$ cat config.mk
export PLATFORM = sky130hd
export DESIGN_NAME = cmul_rr_scheduler
export DESIGN_NICKNAME = d
export VERILOG_FILES = /design/src/rtl/cmul_sched_pkg.sv /design/src/rtl/sched_result_fifo.sv /design/src/rtl/cmul_rr_scheduler.sv
export SDC_FILE = /design/constraint.sdc
export NUM_CORES = 2
export LEC_CHECK = 0
export ABC_AREA = 1
export BUFFER_PORTS_ARGS = -buffer_cell sky130_fd_sc_hd__buf_2
export CAP_MARGIN = 20
export CORE_AREA = 3 3 360 362
export CTS_CLUSTER_DIAMETER = 100
export DETAILED_ROUTE_END_ITERATION = 8
export DIE_AREA = 0 0 363 365
export PLACE_DENSITY_LB_ADDON = 0.05
export SYNTH_ARGS = -nofsm -noshare
export SYNTH_HDL_FRONTEND = slang
export SYNTH_SLANG_ARGS = --single-unit
$ cat constraint.sdc
create_clock -name clk -period 7.8 [get_ports clk]
set_clock_uncertainty 0.05 [all_clocks]
set_input_delay 1.56 -clock clk [delete_from_list [all_inputs] [get_ports clk]]
set_output_delay 1.56 -clock clk [all_outputs]
set_load 0.03 [all_outputs]
$ cat src/rtl/cmul_sched_pkg.sv
// Shared definitions for the complex-multiplier round-robin scheduler.
// A result entry is laid out MSB-first as {id, tag, re, img}:
//   img at [FLOAT_W-1:0], re at [2*FLOAT_W-1:FLOAT_W],
//   tag at [2*FLOAT_W+TAG_W-1:2*FLOAT_W], and id in the top ID_W bits.
package cmul_sched_pkg;

    localparam int FLOAT_W = 32;

    localparam int IMG_LSB = 0;
    localparam int RE_LSB  = FLOAT_W;
    localparam int TAG_LSB = 2 * FLOAT_W;

    // Requester index width.
    function automatic int id_w(input int nreq);
        return (nreq > 1) ? $clog2(nreq) : 1;
    endfunction

    // Width of one {id, tag, re, img} result entry.
    function automatic int entry_w(input int idw, input int tagw);
        return idw + tagw + 2 * FLOAT_W;
    endfunction

endpackage

$ cat src/rtl/sched_result_fifo.sv
// First-word-fall-through result FIFO.
//   clk_i/rst_ni   : clock, asynchronous active-low reset
//   push_i/data_i  : write one entry (pop in the same cycle frees room when full)
//   pop_i          : consume the head entry while valid_o=1
//   valid_o/head_o : head entry, driven to zero while empty
//   count_o        : current occupancy (0..DEPTH)
module sched_result_fifo #(
    parameter  int DEPTH = 16,
    parameter  int WIDTH = 8,
    localparam int CNT_W = $clog2(DEPTH + 1)
) (
    input  logic             clk_i,
    input  logic             rst_ni,
    input  logic             push_i,
    input  logic [WIDTH-1:0] data_i,
    input  logic             pop_i,
    output logic             valid_o,
    output logic [WIDTH-1:0] head_o,
    output logic [CNT_W-1:0] count_o
);

    localparam int PTR_W = (DEPTH > 1) ? $clog2(DEPTH) : 1;

    logic [WIDTH-1:0] mem_q [DEPTH];
    logic [PTR_W-1:0] wr_ptr_q, wr_ptr_d, rd_ptr_q, rd_ptr_d;
    logic [CNT_W-1:0] count_q, count_d;
    logic             do_push, do_pop;

    always_comb begin
        do_pop   = pop_i && (count_q != '0);
        // A full FIFO still accepts a push when the head leaves in the same cycle.
        do_push  = push_i && ((count_q != CNT_W'(DEPTH)) || do_pop);
        wr_ptr_d = wr_ptr_q;
        rd_ptr_d = rd_ptr_q;
        count_d  = count_q;
        if (do_push) begin
            wr_ptr_d = (wr_ptr_q == PTR_W'(DEPTH - 1)) ? '0 : wr_ptr_q + 1'b1;
        end
        if (do_pop) begin
            rd_ptr_d = (rd_ptr_q == PTR_W'(DEPTH - 1)) ? '0 : rd_ptr_q + 1'b1;
        end
        unique case ({do_push, do_pop})
            2'b10:   count_d = count_q + 1'b1;
            2'b01:   count_d = count_q - 1'b1;
            default: count_d = count_q;
        endcase
    end

    always_ff @(posedge clk_i or negedge rst_ni) begin
        if (!rst_ni) begin
            wr_ptr_q <= '0;
            rd_ptr_q <= '0;
            count_q  <= '0;
        end else begin
            wr_ptr_q <= wr_ptr_d;
            rd_ptr_q <= rd_ptr_d;
            count_q  <= count_d;
        end
    end

    always_ff @(posedge clk_i) begin
        if (do_push) begin
            mem_q[wr_ptr_q] <= data_i;
        end
    end

    assign valid_o = (count_q != '0);
    assign head_o  = valid_o ? mem_q[rd_ptr_q] : '0;
    assign count_o = count_q;

    a_no_overflow: assert property (@(posedge clk_i) disable iff (!rst_ni)
        !(push_i && (count_q == CNT_W'(DEPTH)) && !pop_i));

endmodule

$ cat src/rtl/cmul_rr_scheduler.sv
// Round-robin scheduler sharing one fixed-latency pipelined complex multiplier
// between NREQ requesters. Issued slots are tracked with a valid/id/tag
// pipeline; products are captured into a credit-protected result FIFO.
//   req_*      : per-requester valid/ready handshake, operands and tag
//   mul_a_*/b_*: registered operands to the multiplier (a = x, b = w)
//   mul_c_*    : multiplier product, MUL_LAT cycles after the operands
//   res_*      : FWFT result head {id, tag, re, img} with valid/ready
//   busy       : any request in flight or buffered
module cmul_rr_scheduler
    import cmul_sched_pkg::*;
#(
    parameter  int NREQ       = 5,
    parameter  int MUL_LAT    = 12,
    parameter  int TAG_W      = 4,
    parameter  int FIFO_DEPTH = 16,
    localparam int ID_W       = id_w(NREQ)
) (
    input  logic                    clk,
    input  logic                    rst_n,
    input  logic [NREQ-1:0]         req_valid,
    output logic [NREQ-1:0]         req_ready,
    input  logic [NREQ*FLOAT_W-1:0] req_x_re,
    input  logic [NREQ*FLOAT_W-1:0] req_x_img,
    input  logic [NREQ*FLOAT_W-1:0] req_w_re,
    input  logic [NREQ*FLOAT_W-1:0] req_w_img,
    input  logic [NREQ*TAG_W-1:0]   req_tag,
    output logic [FLOAT_W-1:0]      mul_a_re,
    output logic [FLOAT_W-1:0]      mul_a_img,
    output logic [FLOAT_W-1:0]      mul_b_re,
    output logic [FLOAT_W-1:0]      mul_b_img,
    input  logic [FLOAT_W-1:0]      mul_c_re,
    input  logic [FLOAT_W-1:0]      mul_c_img,
    output logic                    res_valid,
    input  logic                    res_ready,
    output logic [ID_W-1:0]         res_id,
    output logic [TAG_W-1:0]        res_tag,
    output logic [FLOAT_W-1:0]      res_re,
    output logic [FLOAT_W-1:0]      res_img,
    output logic                    busy
);

    localparam int ENTRY_W = entry_w(ID_W, TAG_W);
    localparam int OUT_W   = $clog2(FIFO_DEPTH + 1);

    logic [ID_W-1:0]    rr_last_q, rr_last_d, gnt_idx, cand;
    logic               gnt_found, issue, pop;
    logic               credit_ok_q, credit_ok_d;
    logic [OUT_W-1:0]   outstanding_q, outstanding_d;
    logic [FLOAT_W-1:0] a_re_q, a_re_d, a_img_q, a_img_d;
    logic [FLOAT_W-1:0] b_re_q, b_re_d, b_img_q, b_img_d;

    // Stage 0 is loaded together with the operand registers; stage MUL_LAT
    // therefore lines up with the product on mul_c_*.
    logic [MUL_LAT:0]            vld_q, vld_d;
    logic [MUL_LAT:0][ID_W-1:0]  id_q, id_d;
    logic [MUL_LAT:0][TAG_W-1:0] tag_q, tag_d;

    logic [ENTRY_W-1:0] push_data, head;
    logic [OUT_W-1:0]   fifo_count;

    // Search starts just after the last winner; idle requesters cost nothing.
    always_comb begin
        gnt_found = 1'b0;
        gnt_idx   = '0;
        cand      = '0;
        for (int unsigned k = 1; k <= NREQ; k++) begin
            cand = ID_W'((32'(rr_last_q) + k) % NREQ);
            if (!gnt_found && req_valid[cand]) begin
                gnt_found = 1'b1;
                gnt_idx   = cand;
            end
        end
        issue     = credit_ok_q && gnt_found;
        req_ready = issue ? ({{(NREQ-1){1'b0}}, 1'b1} << gnt_idx) : '0;
    end

    assign pop = res_valid && res_ready;

    always_comb begin
        rr_last_d = issue ? gnt_idx : rr_last_q;
        a_re_d    = issue ? req_x_re [gnt_idx*FLOAT_W +: FLOAT_W] : '0;
        a_img_d   = issue ? req_x_img[gnt_idx*FLOAT_W +: FLOAT_W] : '0;
        b_re_d    = issue ? req_w_re [gnt_idx*FLOAT_W +: FLOAT_W] : '0;
        b_img_d   = issue ? req_w_img[gnt_idx*FLOAT_W +: FLOAT_W] : '0;
        vld_d     = {vld_q[MUL_LAT-1:0], issue};
        id_d      = {id_q[MUL_LAT-1:0], gnt_idx};
        tag_d     = {tag_q[MUL_LAT-1:0], req_tag[gnt_idx*TAG_W +: TAG_W]};
        unique case ({issue, pop})
            2'b10:   outstanding_d = outstanding_q + 1'b1;
            2'b01:   outstanding_d = outstanding_q - 1'b1;
            default: outstanding_d = outstanding_q;
        endcase
        // Registered compare of the credit count; held low in reset so no
        // grant can be shown while rst_n is asserted.
        credit_ok_d = (outstanding_d < OUT_W'(FIFO_DEPTH));
    end

    always_ff @(posedge clk or negedge rst_n) begin
        if (!rst_n) begin
            rr_last_q     <= ID_W'(NREQ - 1);
            credit_ok_q   <= 1'b0;
            outstanding_q <= '0;
            a_re_q        <= '0;
            a_img_q       <= '0;
            b_re_q        <= '0;
            b_img_q       <= '0;
            vld_q         <= '0;
            id_q          <= '0;
            tag_q         <= '0;
        end else begin
            rr_last_q     <= rr_last_d;
            credit_ok_q   <= credit_ok_d;
            outstanding_q <= outstanding_d;
            a_re_q        <= a_re_d;
            a_img_q       <= a_img_d;
            b_re_q        <= b_re_d;
            b_img_q       <= b_img_d;
            vld_q         <= vld_d;
            id_q          <= id_d;
            tag_q         <= tag_d;
        end
    end

    assign mul_a_re  = a_re_q;
    assign mul_a_img = a_img_q;
    assign mul_b_re  = b_re_q;
    assign mul_b_img = b_img_q;

    assign push_data = {id_q[MUL_LAT], tag_q[MUL_LAT], mul_c_re, mul_c_img};

    sched_result_fifo #(
        .DEPTH (FIFO_DEPTH),
        .WIDTH (ENTRY_W)
    ) u_fifo (
        .clk_i   (clk),
        .rst_ni  (rst_n),
        .push_i  (vld_q[MUL_LAT]),
        .data_i  (push_data),
        .pop_i   (pop),
        .valid_o (res_valid),
        .head_o  (head),
        .count_o (fifo_count)
    );

    assign res_id  = head[ENTRY_W-1 -: ID_W];
    assign res_tag = head[TAG_LSB +: TAG_W];
    assign res_re  = head[RE_LSB +: FLOAT_W];
    assign res_img = head[IMG_LSB +: FLOAT_W];
    assign busy    = (outstanding_q != '0);

    a_credit_covers_fifo: assert property (@(posedge clk) disable iff (!rst_n)
        outstanding_q >= fifo_count);

endmodule

==> impl_metrics.tcl <==
set metrics [dict create \
    cts_tree "built" \
    rsz0062_at_grt "false" \
    path_clk_slew_ps 60 \
    critical_path_depth 25 \
    initial_core_util 0.472 \
    clock-sinks 1390 \
    synth_top_flop_cell "sky130_fd_sc_hd__edfxtp_1" \
    cp.arrival_ps 5470 \
    hpwlAfterDp_um 152000 \
    synthDominantAreaCellType "sky130_fd_sc_hd__edfxtp_1" \
    synth.yosys.seq_area_share 0.674 \
    viasPerCell 5.88 \
    crit_path_frequent_cell "sky130_fd_sc_hd__nand2_1" \
    min_period_over_period 0.908 \
    top_level_ports 938 \
    drc_errors 0 \
    synth-seq-cells 1390 \
    first_global_vias 43800 \
    rr_worst_depth 27 \
    cts.root.buffer_cell "sky130_fd_sc_hd__clkbuf_16" \
    drtIter0Drc 5925 \
    antenna_violations_before_repair 98 \
    cts_repair_resize_count 0 \
    die_area_mm2 0.132 \
    wl_um 238000 \
    relSlewSlack 0.233 \
    synth_top_area_frac 0.568 \
    postCtsSetupBuffers 0 \
    htree_num_levels 4 \
    overall_via_count_from_detail_route 47400 \
    finalSetupViolCount 0 \
    track_usage 0.349 \
    crit_type "reg -> out" \
    port_buffers 937 \
    netlist_area_mm2 0.0600 \
    critical-path-max-stage-delay_ps 640 \
    crit_start "rr_last_q[2]" \
    min_path_cells 0 \
    gp_routability_congestion 0.977 \
    synthesis.area_per_instance_um2 11.1 \
    critical_path_required_ps 6190 \
    crit_buf_inv 4 \
    timing.max_cap.violations 0 \
    crit-reg2reg-launch "rr_last_q[2]" \
    dieWidth_um 363 \
    total_nets_final 6988 \
    crit_path_end "req_ready[3]" \
    synth_nets 6188 \
    dominant_cells_by_area_after_synthesis "sky130_fd_sc_hd__edfxtp_1, sky130_fd_sc_hd__dfrtp_1, sky130_fd_sc_hd__o21ai_0, sky130_fd_sc_hd__nand2_1, sky130_fd_sc_hd__nor2_1" \
    cts-hold-fix-buffers 0 \
    final_antenna_net_count 0 \
    synth_edf_count 1136 \
    setup.reg_to_reg.worst_slack_ps 1980 \
    path_delay_family "simple AND/OR/NAND/NOR gates" \
    placementRows 131 \
    timing.final.max_slew_violations 0 \
    min_path_type "reg -> reg" \
    grt_start_max_net_pins 206 \
    detail_route.first_pass.iterations 6 \
    syn2layout_area_growth_pct 18.6 \
    fill_cells 11000 \
    dpl.cell_count 7727 \
    die_height_um 365 \
    grt_first_pass_wirelength_um 329000 \
    wire_per_inst_um 29.5 \
    final_cells 8061 \
    cts_buffers 149 \
    rr_endpoint "mul_a_re[13]" \
    fin_tns_setup_ps 0 \
    slowest_stage_cell_cp "sky130_fd_sc_hd__dfstp_2" \
    worstMarginPinSlew_ps 1150 \
    timing.fmax_ghz 0.141 \
    number_of_standard_cells_after_synthesis 5416 \
    asyncSetResetFlopFracSynth 0.183 \
    insertion_delay_ps 750 \
    cp-end-kind "output pin" \
    finalCriticalPeriod_ps 7080 \
    synth.distinct_cells 42 \
    final_hold_violating_endpoints 0 \
    layout-drive-gt1-share 0.204 \
    crit_path_max_fanout 36 \
    run_status "complete, no violations" \
    synth_warnings 0 \
    overflow 0 \
    cts_max_path_buffers 3 \
    coreArea_mm2 0.127 \
    startpoint_type "register" \
]
per-stage QoR:
step	util	setup WS (ps)	hold WS [ps]	cell area, um^2
after floorplan	-	1710	281	60000
final	0.560	719	284	71100
after detailed placement	0.522	1490	285	66300
after CTS	0.559	669	292	71000
after global routing	0.559	349	285	71100
after global placement	0.522	1470	281	66300
worst min-delay path by stage:
stage	start	end	slack [ps]
2_1_floorplan	id_d[7]	id_d[10]	280
3_3_place_gp	id_d[3]	id_d[6]	280
3_5_place_dp	id_d[9]	id_d[12]	280
4_1_cts	id_d[36]	id_q[36]	290
5_1_grt	id_d[36]	id_q[36]	290
6_report	id_d[11]	id_d[14]	280
worst register-to-register path: stages (launching register included):
cell and delay [ps]:
sky130_fd_sc_hd__dfstp_2 640, sky130_fd_sc_hd__inv_2 140, sky130_fd_sc_hd__ha_1 350, sky130_fd_sc_hd__nor2_1 130
sky130_fd_sc_hd__nor2_1 50, sky130_fd_sc_hd__a21oi_1 240, sky130_fd_sc_hd__xor2_1 150, sky130_fd_sc_hd__ha_1 220
sky130_fd_sc_hd__fa_1 390, sky130_fd_sc_hd__nand3_1 180, sky130_fd_sc_hd__xor2_1 270, sky130_fd_sc_hd__inv_1 140
sky130_fd_sc_hd__nand2_1 80, sky130_fd_sc_hd__nand3_1 70, sky130_fd_sc_hd__nand3_1 90, sky130_fd_sc_hd__nand2_1 120
sky130_fd_sc_hd__nand3_1 160, sky130_fd_sc_hd__nor2_4 60, sky130_fd_sc_hd__nand2_1 120, sky130_fd_sc_hd__nand3_1 170
sky130_fd_sc_hd__nand2_1 200, sky130_fd_sc_hd__nand2_8 240, sky130_fd_sc_hd__nor2_4 220, sky130_fd_sc_hd__buf_4 330
sky130_fd_sc_hd__buf_4 510, sky130_fd_sc_hd__nand2_1 200, sky130_fd_sc_hd__nand3_1 120, sky130_fd_sc_hd__o21bai_1 70
flip-flops by register name, indices dropped and copies added, names as in the netlist, 3 cells and up, named ones only:
signal	cells
tag_d	48
id_q	3
push_data	4
vld_q	13
mul_a_re	32
mul_b_re	32
u_fifo.mem_q	1136
id_d	36
mul_a_img	32
mul_b_img	32
rr_last_q	3
u_fifo.rd_ptr_q	4
u_fifo.count_o	5
outstanding_q	4
u_fifo.wr_ptr_q	4
layout by cell type (no fill, tap or decap), types with 6 or more instances in the layout:
cell                        count
sky130_fd_sc_hd__xor2_1        12
sky130_fd_sc_hd__nand3_1      420
sky130_fd_sc_hd__diode_2       73
sky130_fd_sc_hd__inv_2         13
sky130_fd_sc_hd__nor3_1         6
sky130_fd_sc_hd__dfrtp_1      249
sky130_fd_sc_hd__bufinv_16      9
sky130_fd_sc_hd__nand2_1      692
sky130_fd_sc_hd__o21ai_1       74
sky130_fd_sc_hd__buf_2        936
sky130_fd_sc_hd__o221ai_1     199
sky130_fd_sc_hd__clkinv_1      17
sky130_fd_sc_hd__nand3_2        6
sky130_fd_sc_hd__edfxtp_1    1136
sky130_fd_sc_hd__nand3b_1     142
sky130_fd_sc_hd__o211ai_1      87
sky130_fd_sc_hd__ha_1          38
sky130_fd_sc_hd__nand2_2       12
sky130_fd_sc_hd__o21bai_1      19
sky130_fd_sc_hd__clkbuf_1      44
sky130_fd_sc_hd__a21oi_1       86
sky130_fd_sc_hd__o22ai_1       86
sky130_fd_sc_hd__inv_1        469
sky130_fd_sc_hd__o21ai_0      595
sky130_fd_sc_hd__buf_4         60
sky130_fd_sc_hd__nor2_1       648
sky130_fd_sc_hd__buf_12        22
sky130_fd_sc_hd__clkbuf_8       8
sky130_fd_sc_hd__nor2_4        20
sky130_fd_sc_hd__clkinv_2      22
sky130_fd_sc_hd__clkbuf_16    149
synth_stat cells (all sizes together), types with 2 or more instances:
| master | count |
|---|---|
| ha | 38 |
| o211ai | 87 |
| buf | 104 |
| a21oi | 88 |
| o22ai | 86 |
| o21ai | 670 |
| o221ai | 199 |
| nor2 | 671 |
| fa | 2 |
| o21bai | 19 |
| xor2 | 13 |
| clkbuf | 266 |
| inv | 488 |
| nand4 | 5 |
| nor3 | 6 |
| nand2 | 706 |
| nand3 | 426 |
| edfxtp | 1136 |
| nand3b | 142 |
| xnor2 | 3 |
| dfrtp | 253 |
per-layer routing:
metal / GRT usage / part of all wire
met5: 0.00472 / 0.0012
met2: 0.529 / 0.45
met3: 0.0958 / 0.10
met1: 0.480 / 0.40
met4: 0.139 / 0.040
final cells by class:
class / count / area [um^2] / area share
clock inverters: 60 / 663 / 0.00932
clock buffers: 201 / 4000 / 0.0563
repair buffers: 1019 / 5590 / 0.0786
inverters: 489 / 1860 / 0.0261
multi-input cells: 3167 / 16300 / 0.229
flip-flops and latches: 1390 / 40500 / 0.569
well taps: 1662 / 2080 / 0.0292
diodes: 73 / 183 / 0.00257
cells by family after synthesis:
group           Yosys count  synth area share
flops                  1390             0.674
mux                       1          0.000188
compound gates         1153             0.115
fa+ha+maj                40           0.00859
simple gates           1957             0.142
xor+xnor                 16           0.00246
buf+inv                 859            0.0572
Power is not shown: default switching activity piles up to over one toggle a cycle in this logic, so the estimate is an artifact.
